## src/rtl/bus_arbiter_if.sv

```systemverilog
// Shared-bus arbitration signals: active-low requests and grants plus arbiter status.
// The requesting side uses "master"; the arbiter itself uses "slave".
`timescale 1ns/1ps
interface bus_arbiter_if;
   logic       m0_req_;
   logic       m1_req_;
   logic       m2_req_;
   logic       m3_req_;
   logic       s_as_;
   logic       m0_grnt_;
   logic       m1_grnt_;
   logic       m2_grnt_;
   logic       m3_grnt_;
   logic [1:0] owner;
   logic       busy;
   logic       preempt;

   modport master (
      output m0_req_, m1_req_, m2_req_, m3_req_, s_as_,
      input  m0_grnt_, m1_grnt_, m2_grnt_, m3_grnt_, owner, busy, preempt
   );

   modport slave (
      input  m0_req_, m1_req_, m2_req_, m3_req_, s_as_,
      output m0_grnt_, m1_grnt_, m2_grnt_, m3_grnt_, owner, busy, preempt
   );
endinterface

```

## src/rtl/bus_arbiter.sv

```systemverilog
// Registered four-master round-robin bus arbiter with ownership-based grants and
// optional hold-time pre-emption that only fires between transfers.
`timescale 1ns/1ps
module bus_arbiter #(
   parameter int HOLD_MAX = 16,
   parameter int CNT_W    = 8
) (
   input  logic         clk,
   input  logic         reset,
   bus_arbiter_if.slave bus
);
   typedef enum logic {IDLE, OWNED} state_t;

   localparam logic [CNT_W-1:0] HOLD_LIM   = CNT_W'(HOLD_MAX);
   localparam bit               PREEMPT_EN = (HOLD_MAX != 0);

   state_t           state_reg, state_next;
   logic [3:0]       grnt_reg, grnt_next;
   logic [1:0]       owner_reg, owner_next;
   logic [1:0]       last_reg, last_next;
   logic [CNT_W-1:0] cnt_reg, cnt_next;
   logic             preempt_reg, preempt_next;

   logic [3:0] req;
   logic [1:0] cand_idx [4];
   logic [3:0] any_hit;
   logic [3:0] other_hit;
   logic       any_found, other_found;
   logic [1:0] any_idx, other_idx;

   assign req = ~{bus.m3_req_, bus.m2_req_, bus.m1_req_, bus.m0_req_};

   // Candidate gi is the master at round-robin distance gi+1 from the last owner.
   generate
      for (genvar gi = 0; gi < 4; gi++) begin : g_cand
         assign cand_idx[gi]  = last_reg + 2'(gi + 1);
         assign any_hit[gi]   = req[cand_idx[gi]];
         assign other_hit[gi] = req[cand_idx[gi]] && (cand_idx[gi] != owner_reg);
      end
   endgenerate

   always_comb begin
      any_found   = |any_hit;
      other_found = |other_hit;
      any_idx     = 2'd0;
      other_idx   = 2'd0;
      for (int i = 3; i >= 0; i--) begin
         if (any_hit[i])   any_idx   = cand_idx[i];
         if (other_hit[i]) other_idx = cand_idx[i];
      end
   end

   always_comb begin
      state_next   = state_reg;
      grnt_next    = grnt_reg;
      owner_next   = owner_reg;
      last_next    = last_reg;
      cnt_next     = cnt_reg;
      preempt_next = 1'b0;
      case (state_reg)
         IDLE: begin
            if (any_found) begin
               state_next = OWNED;
               grnt_next  = 4'b0001 << any_idx;
               owner_next = any_idx;
               last_next  = any_idx;
               cnt_next   = '0;
            end
         end
         OWNED: begin
            if (!req[owner_reg]) begin
               // Release wins over a coincident timeout, so preempt stays low here.
               cnt_next = '0;
               if (any_found) begin
                  grnt_next  = 4'b0001 << any_idx;
                  owner_next = any_idx;
                  last_next  = any_idx;
               end else begin
                  grnt_next  = 4'b0000;
                  state_next = IDLE;
               end
            end else if (PREEMPT_EN && (cnt_reg == HOLD_LIM) && other_found && bus.s_as_) begin
               grnt_next    = 4'b0001 << other_idx;
               owner_next   = other_idx;
               last_next    = other_idx;
               cnt_next     = '0;
               preempt_next = 1'b1;
            end else if (cnt_reg != HOLD_LIM) begin
               cnt_next = cnt_reg + 1'b1;
            end
         end
         default: begin
            state_next = IDLE;
            grnt_next  = 4'b0000;
         end
      endcase
   end

   always_ff @(posedge clk or posedge reset) begin
      if (reset) begin
         state_reg   <= IDLE;
         grnt_reg    <= 4'b0000;
         owner_reg   <= 2'd0;
         last_reg    <= 2'd3;
         cnt_reg     <= '0;
         preempt_reg <= 1'b0;
      end else begin
         state_reg   <= state_next;
         grnt_reg    <= grnt_next;
         owner_reg   <= owner_next;
         last_reg    <= last_next;
         cnt_reg     <= cnt_next;
         preempt_reg <= preempt_next;
      end
   end

   assign bus.m0_grnt_ = ~grnt_reg[0];
   assign bus.m1_grnt_ = ~grnt_reg[1];
   assign bus.m2_grnt_ = ~grnt_reg[2];
   assign bus.m3_grnt_ = ~grnt_reg[3];
   assign bus.owner    = owner_reg;
   assign bus.busy     = (state_reg == OWNED);
   assign bus.preempt  = preempt_reg;
endmodule
```

## src/flat_wrapper.sv

```systemverilog
// flat-port wrapper written by rule: the top's interface ports become plain ports
module bus_arbiter_flat 
#(
   parameter int HOLD_MAX = 16,
   parameter int CNT_W    = 8
)
  (clk, reset, bus_m0_req_, bus_m1_req_, bus_m2_req_, bus_m3_req_, bus_s_as_, bus_m0_grnt_, bus_m1_grnt_, bus_m2_grnt_, bus_m3_grnt_, bus_owner, bus_busy, bus_preempt);
  bus_arbiter_if bus_i ();
  input  logic clk;
  input  logic reset;
  input wire logic [$bits(bus_i.m0_req_)-1:0] bus_m0_req_;
  input wire logic [$bits(bus_i.m1_req_)-1:0] bus_m1_req_;
  input wire logic [$bits(bus_i.m2_req_)-1:0] bus_m2_req_;
  input wire logic [$bits(bus_i.m3_req_)-1:0] bus_m3_req_;
  input wire logic [$bits(bus_i.s_as_)-1:0] bus_s_as_;
  output wire logic [$bits(bus_i.m0_grnt_)-1:0] bus_m0_grnt_;
  output wire logic [$bits(bus_i.m1_grnt_)-1:0] bus_m1_grnt_;
  output wire logic [$bits(bus_i.m2_grnt_)-1:0] bus_m2_grnt_;
  output wire logic [$bits(bus_i.m3_grnt_)-1:0] bus_m3_grnt_;
  output wire logic [$bits(bus_i.owner)-1:0] bus_owner;
  output wire logic [$bits(bus_i.busy)-1:0] bus_busy;
  output wire logic [$bits(bus_i.preempt)-1:0] bus_preempt;
  assign bus_i.m0_req_ = bus_m0_req_;
  assign bus_i.m1_req_ = bus_m1_req_;
  assign bus_i.m2_req_ = bus_m2_req_;
  assign bus_i.m3_req_ = bus_m3_req_;
  assign bus_i.s_as_ = bus_s_as_;
  assign bus_m0_grnt_ = bus_i.m0_grnt_;
  assign bus_m1_grnt_ = bus_i.m1_grnt_;
  assign bus_m2_grnt_ = bus_i.m2_grnt_;
  assign bus_m3_grnt_ = bus_i.m3_grnt_;
  assign bus_owner = bus_i.owner;
  assign bus_busy = bus_i.busy;
  assign bus_preempt = bus_i.preempt;
  bus_arbiter #(.HOLD_MAX(HOLD_MAX), .CNT_W(CNT_W)) u_core (.clk(clk), .reset(reset), .bus(bus_i));
endmodule
```

## config.mk

```make
export PLATFORM = sky130hd
export DESIGN_NAME = bus_arbiter_flat
export DESIGN_NICKNAME = d
export VERILOG_FILES = /design/src/rtl/bus_arbiter_if.sv /design/src/rtl/bus_arbiter.sv /design/src/flat_wrapper.sv
export SDC_FILE = /design/constraint.sdc
export NUM_CORES = 1
export LEC_CHECK = 0
export ABC_AREA = 1
export CAP_MARGIN = 20
export CORE_UTILIZATION = 25
export DETAILED_ROUTE_END_ITERATION = 8
export PLACE_DENSITY = 0.44
export SLEW_MARGIN = 20
export SYNTH_ARGS = -nofsm -noshare
export SYNTH_HDL_FRONTEND = slang
export SYNTH_SLANG_ARGS = --single-unit
```

## constraint.sdc

```tcl
create_clock -name clk -period 2.3 [get_ports clk]
set_input_delay 0.575 -clock clk [delete_from_list [all_inputs] [get_ports clk]]
set_output_delay 0.575 -clock clk [all_outputs]
set_load 0.1 [all_outputs]
```

==> results by group, run 1 <==
Yosys
  • Synth top area share: 25.14%
  • Flops & latches, synth: 18
  • Dominant cell type by area after synthesis: dfrtp_1
  • Syn nets: between 200 and 250
  • Synth area leaders: dfrtp_1, nand2_1, nand2_2
  • Sequential share of the synthesized area: 28.44%
  • Avg Inst Size Synth: 7.111 um2
  • Count leader, synth: nand2_1
  • Post-synth ARST share: 100.0%
  • Mapped Area: 1593 um2
  • Synth cell types: 31
  • Synth cell count leaders: nand2_1, inv_1, nor2_1, nand2_2, nand3_1
  • Yosys warns: 0
  • Prevailing post-synth register cell: dfrtp_1
  • Number of synthesized flops with an enable pin: 0
  • Mapped Cells: 224

Clocking
  • CTS tree: done
  • Total clock sinks: 18
  • Clock slew at reported path FFs: ~0.06 ns
  • CTS Hold Bufs: 0
  • Clock Tree Buf Depth: 2
  • Clk_lat worst skew: 0.25 ns
  • # Post-CTS Setup Buffers: 0
  • Clock root cell: clkbuf_8
  • CTS Buf Count: 3
  • H-tree depth: 1
  • PostCTS Resize Cnt: 0

Global route
  • Initial antenna violation count: 0
  • Gr ovfl total: 0
  • Pin count of the biggest net entering global routing: 19
  • First-pass GRT wire length: 6.375 mm
  • Gr usage total: 12.46%
  • Vias in the first global route: roughly 1400

Worst setup path
  • CP Max Fanout: 4
  • CP Data Required Time: between 2 and 2.5 ns
  • FF-to-FF path depth: 13
  • Critical path endpoint category: flip-flop
  • Kind of critical path: primary input to flip-flop
  • Startpoint Class: primary input
  • Worst EP arrival: 2.23 ns
  • Worst R2R Start: u_core.last_reg[0]
  • CP startpoint: bus_m3_req_

STA
  • Slew Limit Fails: 0
  • Highest clock rate: around 0.48 GHz
  • Clock Skew: approximately 0.0053 ns
  • Hold Vio Cnt, Final: 0
  • Final worst-path cycle share: between 80% and 90%
  • Final setup violation count: 0
  • Worst Tran Pin Value: 0.2790 ns
  • RSZ-0062 raised after global routing: no
  • Setup TNS: 0 ns
  • Period minus WS final: around 2.1 ns
  • Slew HR: approximately four fifths

Job
  • Max cap viols: 0

Finish
  • Share of cells above drive strength 1: about 30%
  • Diodes inserted: 0
  • Max FFs per register: 8
  • Layout area overhead: 20.27%
  • Area occupied by multi-input gates: 980.9 um2
  • Filler cells: 675
  • Nets: 261
  • Sequential cell area: 455.4 um2
  • Design Area, Final: 1916 um2

Route
  • Initial DRT Pass Iterations: 4
  • Final ANT Viol Nets: 0
  • Final WL: around 3.6 mm
  • DRC Markers: 0
  • WL/cell: approximately 11 um
  • Drt initial violations: 56
  • Vias per cell: 4.313
  • Via count: 1406

Die
  • IO Pins: 15
  • Standard-cell rows: 28
  • Core footprint: 6026 um2
  • Initial Util: around a quarter
  • Die H: 81.82 um
  • Die X: 81.82 um
  • DIE AREA: 6695 um2

Min path
  • Hold Path Origin: u_core.grnt_reg[0]
  • Worst hold stages: 2
  • HP Class: flip-flop to flip-flop

Placement
  • GPL Wtd Cong: 0.7694
  • PortBufs: 14
  • Placed cell area: between 1500 and 2000 um2
  • Post-detail-place hpwl: ~3 mm

Status
  • Outcome: completed
## area by class of cell
| class | instances | area share, % |
|---|---|---|
| multi-input cells | 173 | 51.21 |
| flip-flops and latches | 18 | 23.78 |
| repair buffers | 26 | 10.97 |
| inverters | 30 | 6.270 |
| well taps | 75 | 4.899 |
| clock buffers | 4 | 2.874 |
## metrics by stage
step	cells	hold slack, ns	util, %	worst slack [ns]
after CTS	326	0.5313	31.79	0.2232
after floorplan	224	0.4942	-	0.3099
after detailed placement	322	0.5145	30.88	-0.04516
final	326	0.5258	31.79	0.2336
after global routing	326	0.5636	31.79	0.03059
after global placement	322	0.5106	30.88	-0.03282
## final timing paths
path | to | slack, ns
worst min-delay path | u_core.grnt_reg[0] | 0.53
worst max register to register | u_core.grnt_reg[2] | 0.25
max in group asynchronous | u_core.last_reg[0] | 1.40
min in group asynchronous | u_core.cnt_reg[7] | 0.64
worst min register to register | u_core.grnt_reg[0] | 0.53
worst max-delay path | u_core.grnt_reg[2] | 0.23
## worst max-delay path: stages
cell	delay [ns]
clkdlybuf4s50_1	0.51
nand2_1	0.12
nand3_1	0.14
nand2_2	0.08
nand2_2	0.09
nand2_2	0.08
nand2_1	0.06
nand3_1	0.08
a21oi_1	0.23
nand3_1	0.10
a21oi_1	0.16
## routing by layer
layer  global-route usage [%]  share of wire, %  vias to the layer above
li1                         -                 -                      765
met1                    16.97                52                      619
met2                    20.58                46                       20
met3                    2.333               1.7                        2
met4                    2.105              0.72                        0
met5                        0                 0                        -
## cells by family (layout without fill, tap and decap cells)
logic type / after synthesis / after routing / share of synthesized area (%)
adders and majority gates: 2 / 2 / 1.571
buffers and inverters: 33 / 60 / 9.977
AOI/OAI and AO/OA: 21 / 21 / 9.112
xor gates and xnor gates: 4 / 4 / 2.199
DFF: 18 / 18 / 28.44
and+or+nand+nor: 146 / 146 / 48.70
## cell usage in the layout (no fill, tap or decap), types with 3 or more instances in the layout
master            n
a21oi_1           8
buf_4            20
clkbuf_8          4
clkdlybuf4s50_1   6
dfrtp_1          14
inv_1            24
inv_4             3
nand2_1          60
nand2_2          19
nand2_4           8
nand3_1          19
nand4_1           6
nor2_1           22
o21ai_0           3
o21ai_2           5
xor2_1            4
Power of run 1 is not shown: default switching activity piles up to over one toggle a cycle in this logic, so the estimate is an artifact.
==> run 2, diff against run 1 <==
--- a/config.mk
+++ b/config.mk
@@ -6,7 +6,6 @@
 export NUM_CORES = 1
 export LEC_CHECK = 0
 export ABC_AREA = 1
-export CAP_MARGIN = 20
 export CORE_UTILIZATION = 25
 export DETAILED_ROUTE_END_ITERATION = 8
 export PLACE_DENSITY = 0.44
==> results of run 2 <==
No change in the layout: final DEF, timing and power equal those of run 1.
Power of run 2 is left out for the same reason.
